$ cat config.mk
export PLATFORM = sky130hd
export DESIGN_NAME = move_sequencer_flat
export DESIGN_NICKNAME = d
export VERILOG_FILES = /design/src/rtl/move_sequencer_pkg.sv /design/src/rtl/move_sequencer_if.sv /design/src/rtl/move_sequencer_prescaler.sv /design/src/rtl/move_sequencer.sv /design/src/flat_wrapper.sv
export SDC_FILE = /design/constraint.sdc
export NUM_CORES = 1
export LEC_CHECK = 0
export ABC_AREA = 1
export BUFFER_PORTS_ARGS = -buffer_cell sky130_fd_sc_hd__buf_2
export CORE_MARGIN = 2
export CORE_UTILIZATION = 57
export CTS_BUF_LIST = sky130_fd_sc_hd__clkbuf_16
export CTS_CLUSTER_DIAMETER = 50
export DETAILED_ROUTE_END_ITERATION = 6
export GPL_TIMING_DRIVEN = 0
export PLACE_DENSITY = 0.78
export SKIP_CTS_REPAIR_TIMING = 1
export SLEW_MARGIN = 20
export SYNTH_ARGS = -nofsm -noshare
export SYNTH_HDL_FRONTEND = slang
export SYNTH_SLANG_ARGS = --single-unit
$ cat constraint.sdc
create_clock -name clk -period 2.7 [get_ports clk]
set_clock_uncertainty 0.2 [all_clocks]
set_input_delay 0.135 -clock clk [delete_from_list [all_inputs] [get_ports clk]]
set_output_delay 0.135 -clock clk [all_outputs]
set_load 0.05 [all_outputs]
$ cat src/rtl/move_sequencer_pkg.sv
// Shared definitions for the sweep sequencer and the downstream position counter.
//   oper_e  : 2-bit position-counter command (INC / DEC / HOLD)
//   state_e : sequencer FSM state encoding
//   sat_inc : saturating increment used by the reversal counter
package move_sequencer_pkg;

  typedef enum logic [1:0] {
    OPER_HOLD = 2'b00,
    OPER_DEC  = 2'b01,
    OPER_INC  = 2'b10
  } oper_e;

  typedef enum logic [1:0] {
    ST_IDLE   = 2'b00,
    ST_MOVE_R = 2'b01,
    ST_MOVE_L = 2'b10
  } state_e;

  localparam int unsigned BOUNCE_W = 8;

  function automatic logic [BOUNCE_W-1:0] sat_inc(input logic [BOUNCE_W-1:0] v);
    return (v == '1) ? v : v + BOUNCE_W'(1);
  endfunction

endpackage

$ cat src/rtl/move_sequencer_if.sv
// Control/status bundle between the sequencer and its surroundings.
//   en, speed, dir_init : run control from the processor output ports
//   x_min, x_max        : bound flags from the position counter
//   oper, step          : per-step command and strobe to the position counter
//   dir, bounce_cnt     : status back to the processor input ports
// master = controller/environment side, slave = sequencer side.
interface move_sequencer_if #(
  parameter int unsigned SPD_W = 8
);
  logic             en;
  logic [SPD_W-1:0] speed;
  logic             dir_init;
  logic             x_min;
  logic             x_max;
  logic [1:0]       oper;
  logic             step;
  logic             dir;
  logic [7:0]       bounce_cnt;

  modport master (
    output en, speed, dir_init, x_min, x_max,
    input  oper, step, dir, bounce_cnt
  );

  modport slave (
    input  en, speed, dir_init, x_min, x_max,
    output oper, step, dir, bounce_cnt
  );
endinterface

$ cat src/rtl/move_sequencer_prescaler.sv
// Base-tick generator: free-running counter 0..PRESC_DIV-1, tick high for
// the single clock in which the count sits at PRESC_DIV-1.
//   clk   : system clock
//   reset : asynchronous, active-high
//   tick  : one-clock pulse every PRESC_DIV clocks
module tick_prescaler #(
  parameter int unsigned PRESC_DIV = 50000,
  parameter int unsigned PRESC_W   = 16
) (
  input  logic clk,
  input  logic reset,
  output logic tick
);

  localparam logic [PRESC_W-1:0] LAST = PRESC_W'(PRESC_DIV - 1);

  logic [PRESC_W-1:0] cnt_q, cnt_d;

  assign tick = (cnt_q == LAST);

  always_comb begin
    cnt_d = tick ? '0 : cnt_q + PRESC_W'(1);
  end

  always_ff @(posedge clk or posedge reset) begin
    if (reset) cnt_q <= '0;
    else       cnt_q <= cnt_d;
  end

endmodule

$ cat src/rtl/move_sequencer.sv
// Bouncing sweep sequencer: issues one INC/DEC/HOLD command to the position
// counter every `speed` base ticks and reverses on the counter's bound flags.
//   clk   : system clock, rising edge
//   reset : asynchronous, active-high
//   bus   : move_sequencer_if.slave (run control in, bound flags in,
//           oper/step command out, dir/bounce_cnt status out)
module move_sequencer #(
  parameter int unsigned PRESC_DIV = 50000,
  parameter int unsigned PRESC_W   = 16,
  parameter int unsigned SPD_W     = 8
) (
  input  logic              clk,
  input  logic              reset,
  move_sequencer_if.slave   bus
);
  import move_sequencer_pkg::*;

  logic tick;

  tick_prescaler #(
    .PRESC_DIV (PRESC_DIV),
    .PRESC_W   (PRESC_W)
  ) u_presc (
    .clk   (clk),
    .reset (reset),
    .tick  (tick)
  );

  state_e               state_q, state_d;
  logic [SPD_W-1:0]     interval_q, interval_d;
  logic [1:0]           oper_q, oper_d;
  logic                 step_q, step_d;
  logic                 dir_q, dir_d;
  logic [BOUNCE_W-1:0]  bounce_q, bounce_d;

  // One bit wider than speed so the >= test never wraps.
  logic [SPD_W:0]       interval_nxt;
  logic                 step_due;

  assign interval_nxt = {1'b0, interval_q} + (SPD_W + 1)'(1);
  assign step_due     = tick && (bus.speed != '0) && (interval_nxt >= {1'b0, bus.speed});

  always_comb begin
    state_d    = state_q;
    interval_d = interval_q;
    oper_d     = OPER_HOLD;
    step_d     = 1'b0;
    dir_d      = dir_q;
    bounce_d   = bounce_q;

    case (state_q)
      ST_IDLE: begin
        interval_d = '0;
        if (bus.en) begin
          dir_d   = bus.dir_init;
          state_d = bus.dir_init ? ST_MOVE_L : ST_MOVE_R;
        end
      end

      ST_MOVE_R, ST_MOVE_L: begin
        if (!bus.en) begin
          // Stopping wins over a step due in the same cycle.
          state_d    = ST_IDLE;
          interval_d = '0;
        end else if (tick) begin
          if (bus.speed == '0) begin
            interval_d = '0;
          end else if (step_due) begin
            interval_d = '0;
            step_d     = 1'b1;
            if (bus.x_min && bus.x_max) begin
              // Degenerate bounds: strobe without moving.
              oper_d = OPER_HOLD;
            end else if (state_q == ST_MOVE_R) begin
              if (bus.x_max) begin
                oper_d   = OPER_DEC;
                state_d  = ST_MOVE_L;
                dir_d    = 1'b1;
                bounce_d = sat_inc(bounce_q);
              end else begin
                oper_d   = OPER_INC;
              end
            end else begin
              if (bus.x_min) begin
                oper_d   = OPER_INC;
                state_d  = ST_MOVE_R;
                dir_d    = 1'b0;
                bounce_d = sat_inc(bounce_q);
              end else begin
                oper_d   = OPER_DEC;
              end
            end
          end else begin
            interval_d = interval_nxt[SPD_W-1:0];
          end
        end
      end

      default: state_d = ST_IDLE;
    endcase
  end

  always_ff @(posedge clk or posedge reset) begin
    if (reset) begin
      state_q    <= ST_IDLE;
      interval_q <= '0;
      oper_q     <= OPER_HOLD;
      step_q     <= 1'b0;
      dir_q      <= 1'b0;
      bounce_q   <= '0;
    end else begin
      state_q    <= state_d;
      interval_q <= interval_d;
      oper_q     <= oper_d;
      step_q     <= step_d;
      dir_q      <= dir_d;
      bounce_q   <= bounce_d;
    end
  end

  assign bus.oper       = oper_q;
  assign bus.step       = step_q;
  assign bus.dir        = dir_q;
  assign bus.bounce_cnt = bounce_q;

endmodule

$ cat src/flat_wrapper.sv
// flat-port wrapper written by rule: the top's interface ports become plain ports
module move_sequencer_flat import move_sequencer_pkg::*;
#(
  parameter int unsigned PRESC_DIV = 50000,
  parameter int unsigned PRESC_W   = 16,
  parameter int unsigned SPD_W     = 8
)
  (clk, reset, bus_en, bus_speed, bus_dir_init, bus_x_min, bus_x_max, bus_oper, bus_step, bus_dir, bus_bounce_cnt);
  move_sequencer_if #(.SPD_W(SPD_W)) bus_i ();
  input  logic clk;
  input  logic reset;
  input wire logic [$bits(bus_i.en)-1:0] bus_en;
  input wire logic [$bits(bus_i.speed)-1:0] bus_speed;
  input wire logic [$bits(bus_i.dir_init)-1:0] bus_dir_init;
  input wire logic [$bits(bus_i.x_min)-1:0] bus_x_min;
  input wire logic [$bits(bus_i.x_max)-1:0] bus_x_max;
  output wire logic [$bits(bus_i.oper)-1:0] bus_oper;
  output wire logic [$bits(bus_i.step)-1:0] bus_step;
  output wire logic [$bits(bus_i.dir)-1:0] bus_dir;
  output wire logic [$bits(bus_i.bounce_cnt)-1:0] bus_bounce_cnt;
  assign bus_i.en = bus_en;
  assign bus_i.speed = bus_speed;
  assign bus_i.dir_init = bus_dir_init;
  assign bus_i.x_min = bus_x_min;
  assign bus_i.x_max = bus_x_max;
  assign bus_oper = bus_i.oper;
  assign bus_step = bus_i.step;
  assign bus_dir = bus_i.dir;
  assign bus_bounce_cnt = bus_i.bounce_cnt;
  move_sequencer #(.PRESC_DIV(PRESC_DIV), .PRESC_W(PRESC_W), .SPD_W(SPD_W)) u_core (.clk(clk), .reset(reset), .bus(bus_i));
endmodule
==> results of run 1 <==
==> cell type report <==
| type | count | area share (%) |
|---|---|---|
| Clock buffer | 5 | 4.175 |
| Timing Repair Buffer | 33 | 6.681 |
| Inverter | 56 | 7.098 |
| Buffer | 1 | 0.1253 |
| Sequential cell | 38 | 31.77 |
| Multi-Input combinational cell | 210 | 45.93 |
| Clock inverter | 3 | 2.129 |
| Tap cell | 50 | 2.088 |
==> worst max-delay path, stage by stage (launching register included) <==
cell and delay, ns:
dfrtp_1 0.42, ha_4 0.17, nand3_2 0.09, xor2_2 0.22, inv_1 0.07, ha_1 0.29
nand2_1 0.08, nor2_1 0.10, nand2_1 0.06, nand3_1 0.08, nand2_1 0.05, nand2_1 0.06
nand2_2 0.09, nand2_4 0.12, nand3_4 0.10, nand2_4 0.10, nand2_2 0.05, nand2_1 0.06
nand2_1 0.05
==> power breakdown <==
part	leakage, nW	switching (mW)	internal, mW	total [mW]
clock	0.0915	0.222	0.526	0.748
sequential	0.490	0.0180	0.591	0.609
combinational	1.04	0.262	0.124	0.386
total	1.62	0.502	1.24	1.74
==> path summary, 6_finish.rpt <==
check | from | end | slack (ns) | depth (start not counted)
max | u_core.interval_q[1] | u_core.state_q[1] | 0.11 | 18
min | bus_en | u_core.bus.step | 0.03 | 3
max reg2reg | u_core.interval_q[1] | u_core.state_q[1] | 0.11 | 18
min reg2reg | u_core.u_presc.cnt_q[0] | u_core.u_presc.cnt_q[0] | 0.26 | 1
max in group asynchronous | reset | u_core.bus.oper[0] | 1.76 | 4
min in group asynchronous | reset | u_core.bus.bounce_cnt[3] | 0.12 | 3
==> registers in the layout, indices dropped and copies added (netlist names) <==
signal	cells
u_core.bus.step	1
u_core.bus.bounce_cnt	8
u_core.bus.oper	2
u_core.bus.dir	1
u_core.interval_q	8
u_core.state_q	2
u_core.u_presc.cnt_q	16
==> through the flow <==
step,instances,hold WS (ns),TNS (ns)
after floorplan,304,0.1274,0
after global placement,379,0.2491,-0.1919
after detailed placement,380,-0.1140,-0.7130
after CTS,388,-0.4187,-0.9696
after global routing,396,0.04854,-0.3033
final,396,0.03020,0
==> synth_stat cells <==
cell type,n,area share (%)
o21bai_1,3,0.91
dfrtp_1,38,38
nand2_4,5,2.3
o221ai_1,1,0.35
nor4_2,1,0.51
clkbuf_1,1,0.15
inv_1,51,7.7
ha_1,16,8.1
nand3_4,1,0.71
xor2_1,9,3.2
nand4_2,2,1.0
nor3b_2,1,0.51
nor2_1,20,3.0
nand2_1,61,9.2
o21ai_2,6,2.1
inv_4,1,0.25
a21o_1,1,0.30
nor3_2,1,0.40
nand4_1,8,2.0
nor3_4,1,0.66
inv_2,4,0.61
nand3_2,2,0.81
a21oi_1,14,2.8
o21ai_0,7,1.4
nand3_1,17,3.4
o21ai_1,1,0.20
nor2_4,2,0.91
nor3_1,9,1.8
nand2_2,5,1.3
nor4_4,1,0.86
xnor2_1,4,1.4
o21a_1,1,0.30
a31oi_1,3,0.76
and3_1,1,0.25
nor2_2,5,1.3
==> logic make-up after synthesis <==
| kind of cell | share of synthesized area (%) |
|---|---|
| AOI/OAI and AO/OA | 9.197 |
| and+or+nand+nor | 30.98 |
| xor gates and xnor gates | 4.598 |
| buffers and inverters | 8.741 |
| adders and majority gates | 8.085 |
| DFF | 38.40 |
==> placed cells by master (no fill, tap or decap), types with 7 or more instances in the layout <==
cell type | synthesis | routed
nand2_1 | 61 | 60
inv_1 | 51 | 50
dfrtp_1 | 38 | 37
buf_2 | 0 | 25
nor2_1 | 20 | 19
nand3_1 | 17 | 16
ha_1 | 16 | 15
a21oi_1 | 14 | 14
nor3_1 | 9 | 9
nand4_1 | 8 | 8
nand2_4 | 5 | 7
xor2_1 | 9 | 7
o21ai_0 | 7 | 7
==> per-layer routing <==
metal,vias to the layer above,routed length [um]
met5,-,0
met4,0,132
met3,11,147
met2,35,2599
met1,1005,2294
li1,1065,-
==> results.md, run 1 <==
* GRT Total Usage at 21.77%
* Startpoint types: register
* DRT antenna net count at 0
* First-pass GRT wire length at 8.576 mm
* Setup Viol. Count Final at 0
* Mapped Cells at 304
* Final Max Tran Viols at 0
* Critical path fanouts, max at 5
* Vias in the first global route at 2019
* Least-Margin Pin Slew at 0.6630 ns
* Core area at 4086 um2
* Util after Layout at 73.33%
* Synth-to-layout area growth at 21.02%
* Die width at 69.91 um
* Crit path DAT at 2.56 ns
* Max Freq at 386.0 MHz
* Via count at 2116
* Syn Area/Cell at 8.145 um2
* H-tree depth at 2
* Largest net degree at the start of global routing at 29
* Final WS setup at 0.1091 ns
* Multi-input gate area at 1376 um2
* Fin area at 2997 um2
* Initial core utilization at 60.59%
* Vias per Instance at 5.343
* Fillers at 289
* Placed cell areas at 2684 um2
* Share of layout cells above drive strength 1 at 25.14%
* Crit end category: register
* DIE HEIGHT at 69.91 um
* Global-route track usage on met1 at 27.10%
* Port bufs at 25
* Clock sink count at 38
* Post-Syn Area at 2476 um2
* Later-pin clock latency in the skew report at 0.28 ns
* Crit path required time at 2.67 ns
* Minimum clock period after layout at 2.591 ns
* GR Overflow Total at 0
* ANT cells at 0
* Worst rel slew slack at 55.71%
* Met2 GRT Util at 37.35%
* Initial antenna violation count at 0
* Std-Cell Rows at 23
* Grt met3 use at 3.752%
* GR peak layer: met2
* Netlist cell types at 35
* Hold Crit Class: in -> reg
* DRT Pass-1 Iters at 4
* Final hold violation count at 0
* Remaining DRCs at 0
* CTS tree: done
* Clk slew on worst S/H paths at 0.05 ns
* Final worst-path cycle share at 95.96%
* Place WS at -0.1103 ns
* Worst Setup Path Type: reg -> reg
* Longest Clk Path Bufs at 2
* Leak pwr at 1.621 nW
* Clock root cell: clkbuf_16
* Nets at 375
* HPWL after DPL at 3.658 mm
* Power density over the cells at 581.3 nW/um2
* Wire per inst at 13.07 um
* Die ar. at 4887 um2
* GP Congestion at 0.9579
* Post-Syn Nets at 334
* Peak VDD IR at 0.7545 mV
* Register area at 952.2 um2
* Sequential cell area fraction in the yosys report at 38.40%
* I/O Pins at 26
* Cts bufs inserted at 5
* Number of DRC markers in iteration 0 at 105
* Drt total wl at 5.174 mm
* Max-Cap Viols at 0
* Synth Warn # at 0
* #FFs+latches synth at 38
* Tot Pwr at 1.742 mW
* Status: complete, no violations
Power figures use the tool's default switching activity.
==> run 2: changes to the inputs <==
- CORE_ASPECT_RATIO: unset -> 0.6
- RECOVER_POWER: unset -> 50
==> results.md, run 2 (synthesis results as in run 1) <==
* CP max stage delay at 0.43 ns (about the same)
* Cell count of the worst hold path at 3 (unchanged)
* Final Max Tran Viols at 0 (unchanged)
* Port bufs at 25 (unchanged)
* Largest net degree at the start of global routing at 25 (-14%)
* Via count at 2086 (-1.4%)
* Critical path cell sequence: ha_4 -> nor3b_4 -> xor2_1 -> inv_1 -> ha_4 -> nand2_2 -> inv_2 -> nand2_1 -> nand2_1 -> nand2_2 -> nand2_4 -> nand3_2 -> nand2_2 -> nand2_2 -> nand2_1 -> nand2_1
* Worst r2r src: u_core.interval_q[1]
* Vias in the first global route at 1971 (-2.4%)
* Critical path depth in cells at 16 (-2)
* Worst Setup Path Type: reg -> reg
* Critical path fanouts, max at 8 (+3)
* Int Pwr at 1.047 mW (-16%)
* Minimum clock period after layout at 2.604 ns (+0.01281 ns)
* DIE HEIGHT at 55.06 um (-21%)
* H-tree depth at 2 (unchanged)
* Post-Place Cells at 390 (+2.6%)
* Worst path top cell family by delay: simple AND/OR/NAND/NOR gates
* Sw Pwr at 0.5086 mW (+1.3%)
* Share of layout cells above drive strength 1 at 25.58% (+0.44 points)
* Tot Pwr at 1.555 mW (-11%)
* First-pass GRT wire length at 8.535 mm (-0.48%)
* ANT cells at 0 (unchanged)
* Clock sink count at 38 (unchanged)
* I/O Pins at 26 (unchanged)
* Peak VDD IR at 0.5768 mV (-24%)
* Cts bufs inserted at 5 (unchanged)
* Power density over the cells at 526.7 nW/um2 (-9.4%)
* Status: complete, no violations
* RSZ-0062 raised after global routing: yes
* Vias per Instance at 5.163 (-3.4%)
* Later-pin clock latency in the skew report at 0.28 ns (about the same)
* Crit-path slowest cell: dfrtp_1
* Longest Clk Path Bufs at 2 (unchanged)
* Most common cell after layout, fill and taps aside: nand2_1
* Wire per inst at 12.75 um (-2.5%)
* Flop pwr share at 39.2% (+4.3 points)
* CP endpoint: u_core.state_q[0]
* Non-Filler Instances at 404 (+2.0%)
* Logic pwr share at 25.5% (+3.4 points)
* Max FFs per register at 16 (unchanged)
* Top reg by flops: u_core.u_presc.cnt_q
* Reg-to-reg endpoint: u_core.state_q[0]
* Path depth of the worst reg2reg path at 16 (-2)
* GRT Total Usage at 22.92% (+1.2 points)
* Crit path buf inv count at 2 (+1)
* Synth-to-layout area growth at 19.25%
* Final hold violation count at 0 (unchanged)
* Crit end category: register
* Crit path DAT at 2.56 ns (about the same)
* Worst reg-to-reg setup slack at 0.1 ns (about the same)
* Worst Setup SP: u_core.interval_q[1]
* Std-Cell Rows at 18 (-22%)
* Remaining DRCs at 0 (unchanged)
* Clock power frac at 35.4% (-7.5 points)
* Fillers at 336 (+16%)
* Setup Viol. Count Final at 0 (unchanged)
* CTS tree: done
* Nets at 373 (-0.53%)
* Initial antenna violation count at 0 (unchanged)
* Die ar. at 4905 um2 (+0.36%)
* Startpoint types: register
* Clk slew on worst S/H paths at 0.06 ns (about the same)
* Max-Cap Viols at 0 (unchanged)
* Initial core utilization at 59.75% (-0.84 points)
* Final worst-path cycle share at 96.43% (+0.47 points)
* Switching portion of total power at 32.70% (+3.9 points)
* Max Freq at 384.1 MHz (-0.49%)
* DRT Pass-1 Iters at 4 (unchanged)
* Clock root cell: clkbuf_16
* Drt total wl at 5.149 mm (-0.48%)
* GP Congestion at 0.8646 (-9.7%)
* Core area at 4144 um2 (+1.4%)
* Hold Crit Class: in -> reg
* Crit path required time at 2.66 ns (about the same)
* Leak pwr at 1.590 nW (-1.9%)
* Least-Margin Pin Slew at 1.283 ns (+0.6197 ns)
* Worst rel slew slack at 14.49% (-41 points)
* Number of DRC markers in iteration 0 at 123 (+17%)
* HPWL after DPL at 3.764 mm (+2.9%)
* DRT antenna net count at 0 (unchanged)
* Die width at 89.09 um (+27%)
* Most frequent cells in the layout: 58 x nand2_1, 50 x inv_1, 35 x dfrtp_1, 23 x buf_2, 19 x nor2_1
* GR Overflow Total at 0 (unchanged)
## run 2: power by group through the flow
stage	Combinational, mW	Clock [mW]	Sequential, mW
finish	0.396	0.550	0.609
floorplan	0.271	0	0.639
global route	0.450	0.583	0.613
global placement	0.368	0	0.618
CTS	0.391	0.558	0.609
detailed placement	0.381	0	0.620
## run 2: worst reg2reg max path, cell delays in order (launching register included)
cell     delay, ns
dfrtp_1       0.43
ha_4          0.19
nor3b_4       0.22
xor2_1        0.24
inv_1         0.11
ha_4          0.28
nand2_2       0.04
inv_2         0.03
nand2_1       0.04
nand2_1       0.06
nand2_2       0.07
nand2_4       0.12
nand3_2       0.13
nand2_2       0.11
nand2_2       0.06
nand2_1       0.08
nand2_1       0.07
## run 2: worst min path at each step
stage / from / to / slack (ns)
floorplan: reset / u_core.bus.bounce_cnt[0] / 0.13
global placement: u_core.u_presc.cnt_q[0] / u_core.u_presc.cnt_q[0] / 0.25
detailed placement: reset / u_core.interval_q[0] / -0.07
CTS: reset / u_core.u_presc.cnt_q[7] / -0.37
global route: bus_en / u_core.bus.step / 0.07
finish: bus_en / u_core.bus.step / 0.04
## run 2: metrics by stage
step / hold WS (ns) / setup WS (ns) / util [%] / TNS [ns] / instance area, um2
2_1_floorplan: 0.1274 / 0.2264 / - / 0 / 2476
3_3_place_gp: 0.2510 / -0.06336 / 64.58 / -0.1819 / 2676
3_5_place_dp: -0.07032 / -0.1132 / 65.25 / -0.3273 / 2704
4_1_cts: -0.3748 / -0.1645 / 68.57 / -0.7745 / 2841
5_1_grt: 0.07011 / -0.08679 / 71.26 / -0.3718 / 2953
6_report: 0.04254 / 0.09626 / 71.26 / 0 / 2953
## run 2: layout make-up
| cell class | instances | area, um2 | area share [%] |
|---|---|---|---|
| flip-flops and latches | 38 | 954.7 | 32.33 |
| repair buffers | 32 | 173.9 | 5.890 |
| inverters | 56 | 212.7 | 7.203 |
| clock buffers | 5 | 125.1 | 4.237 |
| plain buffers | 1 | 3.754 | 0.1271 |
| multi-input cells | 209 | 1395 | 47.25 |
| well taps | 60 | 75.07 | 2.542 |
| clock inverters | 3 | 12.51 | 0.4237 |
## run 2: metal layers
metal	vias up	routed length (um)	track usage, %
met5	-	0	0
met4	0	38	5.721
met3	8	265	5.490
met2	57	2264	37.41
met1	961	2580	31.20
li1	1060	-	-
==> run 3: changes to the inputs <==
- CORE_ASPECT_RATIO: 0.6 -> unset
- REMOVE_ABC_BUFFERS: unset -> 1
==> results.md, run 3 (synthesis results as in run 1) <==
* DRT antenna net count at 0 (unchanged)
* H-tree depth at 2 (unchanged)
* Share of layout cells above drive strength 1 at 25.14% (-0.44 points)
* Worst r2r src: u_core.interval_q[0]
* Min-delay src: bus_en
* Max Freq at 390.3 MHz (+1.6%)
* Final hold violation count at 0 (unchanged)
* Non-Filler Instances at 396 (-2.0%)
* Status: complete, no violations
* Worst rel slew slack at 20.84% (+6.3 points)
* GR Overflow Total at 0 (unchanged)
* Die width at 69.91 um (-22%)
* Cell count of the worst hold path at 3 (unchanged)
* GP Congestion at 0.9480 (+9.6%)
* Least-Margin Pin Slew at 1.187 ns (-0.09525 ns)
* Final WS setup at 0.1377 ns (+0.04141 ns)
* Core area at 4086 um2 (-1.4%)
* Tot Pwr at 1.736 mW (+12%)
* Vias per Instance at 5.293 (+2.5%)
* HPWL after DPL at 3.657 mm (-2.9%)
* Util after Layout at 73.67% (+2.4 points)
* Leak pwr at 1.637 nW (+2.9%)
* Nets at 375 (+0.54%)
* Setup TNS at 0 ns (unchanged)
* Critical path fanouts, max at 5 (-3)
* Worst Setup Path Type: reg -> reg
* Most common cell after layout, fill and taps aside: nand2_1
* Path depth of the worst reg2reg path at 15 (-1)
* Remaining DRCs at 0 (unchanged)
* Most frequent cells in the layout: 59 x nand2_1, 51 x inv_1, 35 x dfrtp_1, 21 x buf_2, 18 x nor2_1
* Wire per inst at 13.64 um (+7.1%)
* Drt total wl at 5.403 mm (+4.9%)
* Startpoint types: register
* DRT Pass-1 Iters at 4 (unchanged)
* Synth-to-layout area growth at 21.58%
* Critical path cell sequence: ha_4 -> nor3b_4 -> xor2_1 -> inv_1 -> ha_4 -> nand2_1 -> inv_1 -> nand2_1 -> nand2_1 -> nand2_2 -> nand2_4 -> buf_4 -> buf_4 -> nand4_1 -> xnor2_1
* Crit path required time at 2.66 ns (about the same)
* Setup Viol. Count Final at 0 (unchanged)
* DIE HEIGHT at 69.91 um (+27%)
* Std-Cell Rows at 23 (+5)
* Later-pin clock latency in the skew report at 0.28 ns (about the same)
* Die ar. at 4887 um2 (-0.36%)
* Via count at 2096 (+0.48%)
* Clock sink count at 38 (unchanged)
* Initial core utilization at 60.59% (+0.84 points)
* Power density over the cells at 576.8 nW/um2 (+9.5%)
* Hold-critical path endpoint: u_core.bus.step
* Hold Crit Class: in -> reg
* Final Max Tran Viols at 0 (unchanged)
* Cts bufs inserted at 5 (unchanged)
* Crit-path slowest cell: dfrtp_2
* Longest Clk Path Bufs at 2 (unchanged)
* Reg-to-reg endpoint: u_core.bus.bounce_cnt[2]
* Top reg by flops: u_core.u_presc.cnt_q
* Crit end category: register
* Final worst-path cycle share at 94.90% (-1.5 points)
* Initial antenna violation count at 0 (unchanged)
* Clock root cell: clkbuf_16
* Crit path buf inv count at 4 (+2)
* I/O Pins at 26 (unchanged)
* Port bufs at 25 (unchanged)
* Placed cell areas at 2680 um2 (-0.88%)
* Largest net degree at the start of global routing at 29 (+16%)
* Place WS at -0.1130 ns (+0.0002810 ns)
* CP max stage delay at 0.42 ns (about the same)
* GRT Total Usage at 22.17% (-0.75 points)
* Post-Place Cells at 379 (-2.8%)
* Max-Cap Viols at 0 (unchanged)
* Most used cell, CP: nand2_1
* CTS tree: done
* Minimum clock period after layout at 2.562 ns (-0.04141 ns)
* Worst path top cell family by delay: simple AND/OR/NAND/NOR gates
* ANT cells at 0 (unchanged)
* Worst reg-to-reg setup slack at 0.14 ns (+0.04 ns)
* Fin area at 3010 um2 (+1.9%)
* Crit path DAT at 2.52 ns (-0.04 ns)
* Clk slew on worst S/H paths at 0.06 ns (about the same)
* First-pass GRT wire length at 8.783 mm (+2.9%)
* Vias in the first global route at 1987 (+0.81%)
* Max FFs per register at 16 (unchanged)
* Number of DRC markers in iteration 0 at 120 (-2.4%)
* Hold Worst Slack at 0.02936 ns (-0.01318 ns)
* Peak VDD IR at 0.7999 mV (+39%)
-- run 3: changes by cell type in the layout (fill, tap and decap cells not counted), moves of 2 or more --
cell       before  now
buf_4           5    7
buf_2          23   21
bufinv_16       0    2
inv_2           6    4
nor2_2          5    7
-- run 3: worst max-delay path by stage --
stage,startpoint,end,depth (start not counted)
6_report,u_core.interval_q[0],u_core.bus.bounce_cnt[2],15
5_1_grt,u_core.interval_q[0],u_core.bus.bounce_cnt[4],18
4_1_cts,u_core.interval_q[0],u_core.state_q[1],18
3_5_place_dp,u_core.interval_q[0],u_core.state_q[1],18
3_3_place_gp,u_core.interval_q[0],u_core.state_q[0],18
2_1_floorplan,u_core.interval_q[0],u_core.state_q[0],18
-- run 3: worst register-to-register path: stages, from the launching register on --
cell,delay [ns]
dfrtp_2,0.42
ha_4,0.17
nor3b_4,0.21
xor2_1,0.25
inv_1,0.11
ha_4,0.28
nand2_1,0.04
inv_1,0.05
nand2_1,0.05
nand2_1,0.07
nand2_2,0.06
nand2_4,0.09
buf_4,0.13
buf_4,0.09
nand4_1,0.09
xnor2_1,0.15
-- run 3: cell type report --
cell class | instances | area [um2]
clock inverters | 3 | 63.81
fillers | 300 | 1076
flip-flops and latches | 38 | 954.7
well taps | 50 | 62.56
inverters | 56 | 212.7
clock buffers | 5 | 125.1
repair buffers | 35 | 206.4
multi-input cells | 209 | 1385
-- run 3: where the power goes --
group          switching, mW  internal (mW)
Sequential            0.0190          0.591
Clock                  0.214          0.525
Combinational          0.265          0.122
Total                  0.499           1.24
-- run 3: metal layers --
| metal | up-vias | track usage [%] | part of all wire, % |
|---|---|---|---|
| li1 | 1067 | - | - |
| met2 | 53 | 38.84 | 52 |
| met4 | 0 | 5.983 | 1.6 |
| met1 | 968 | 28.22 | 43 |
| met3 | 8 | 3.896 | 3.5 |
| met5 | - | 0 | 0 |
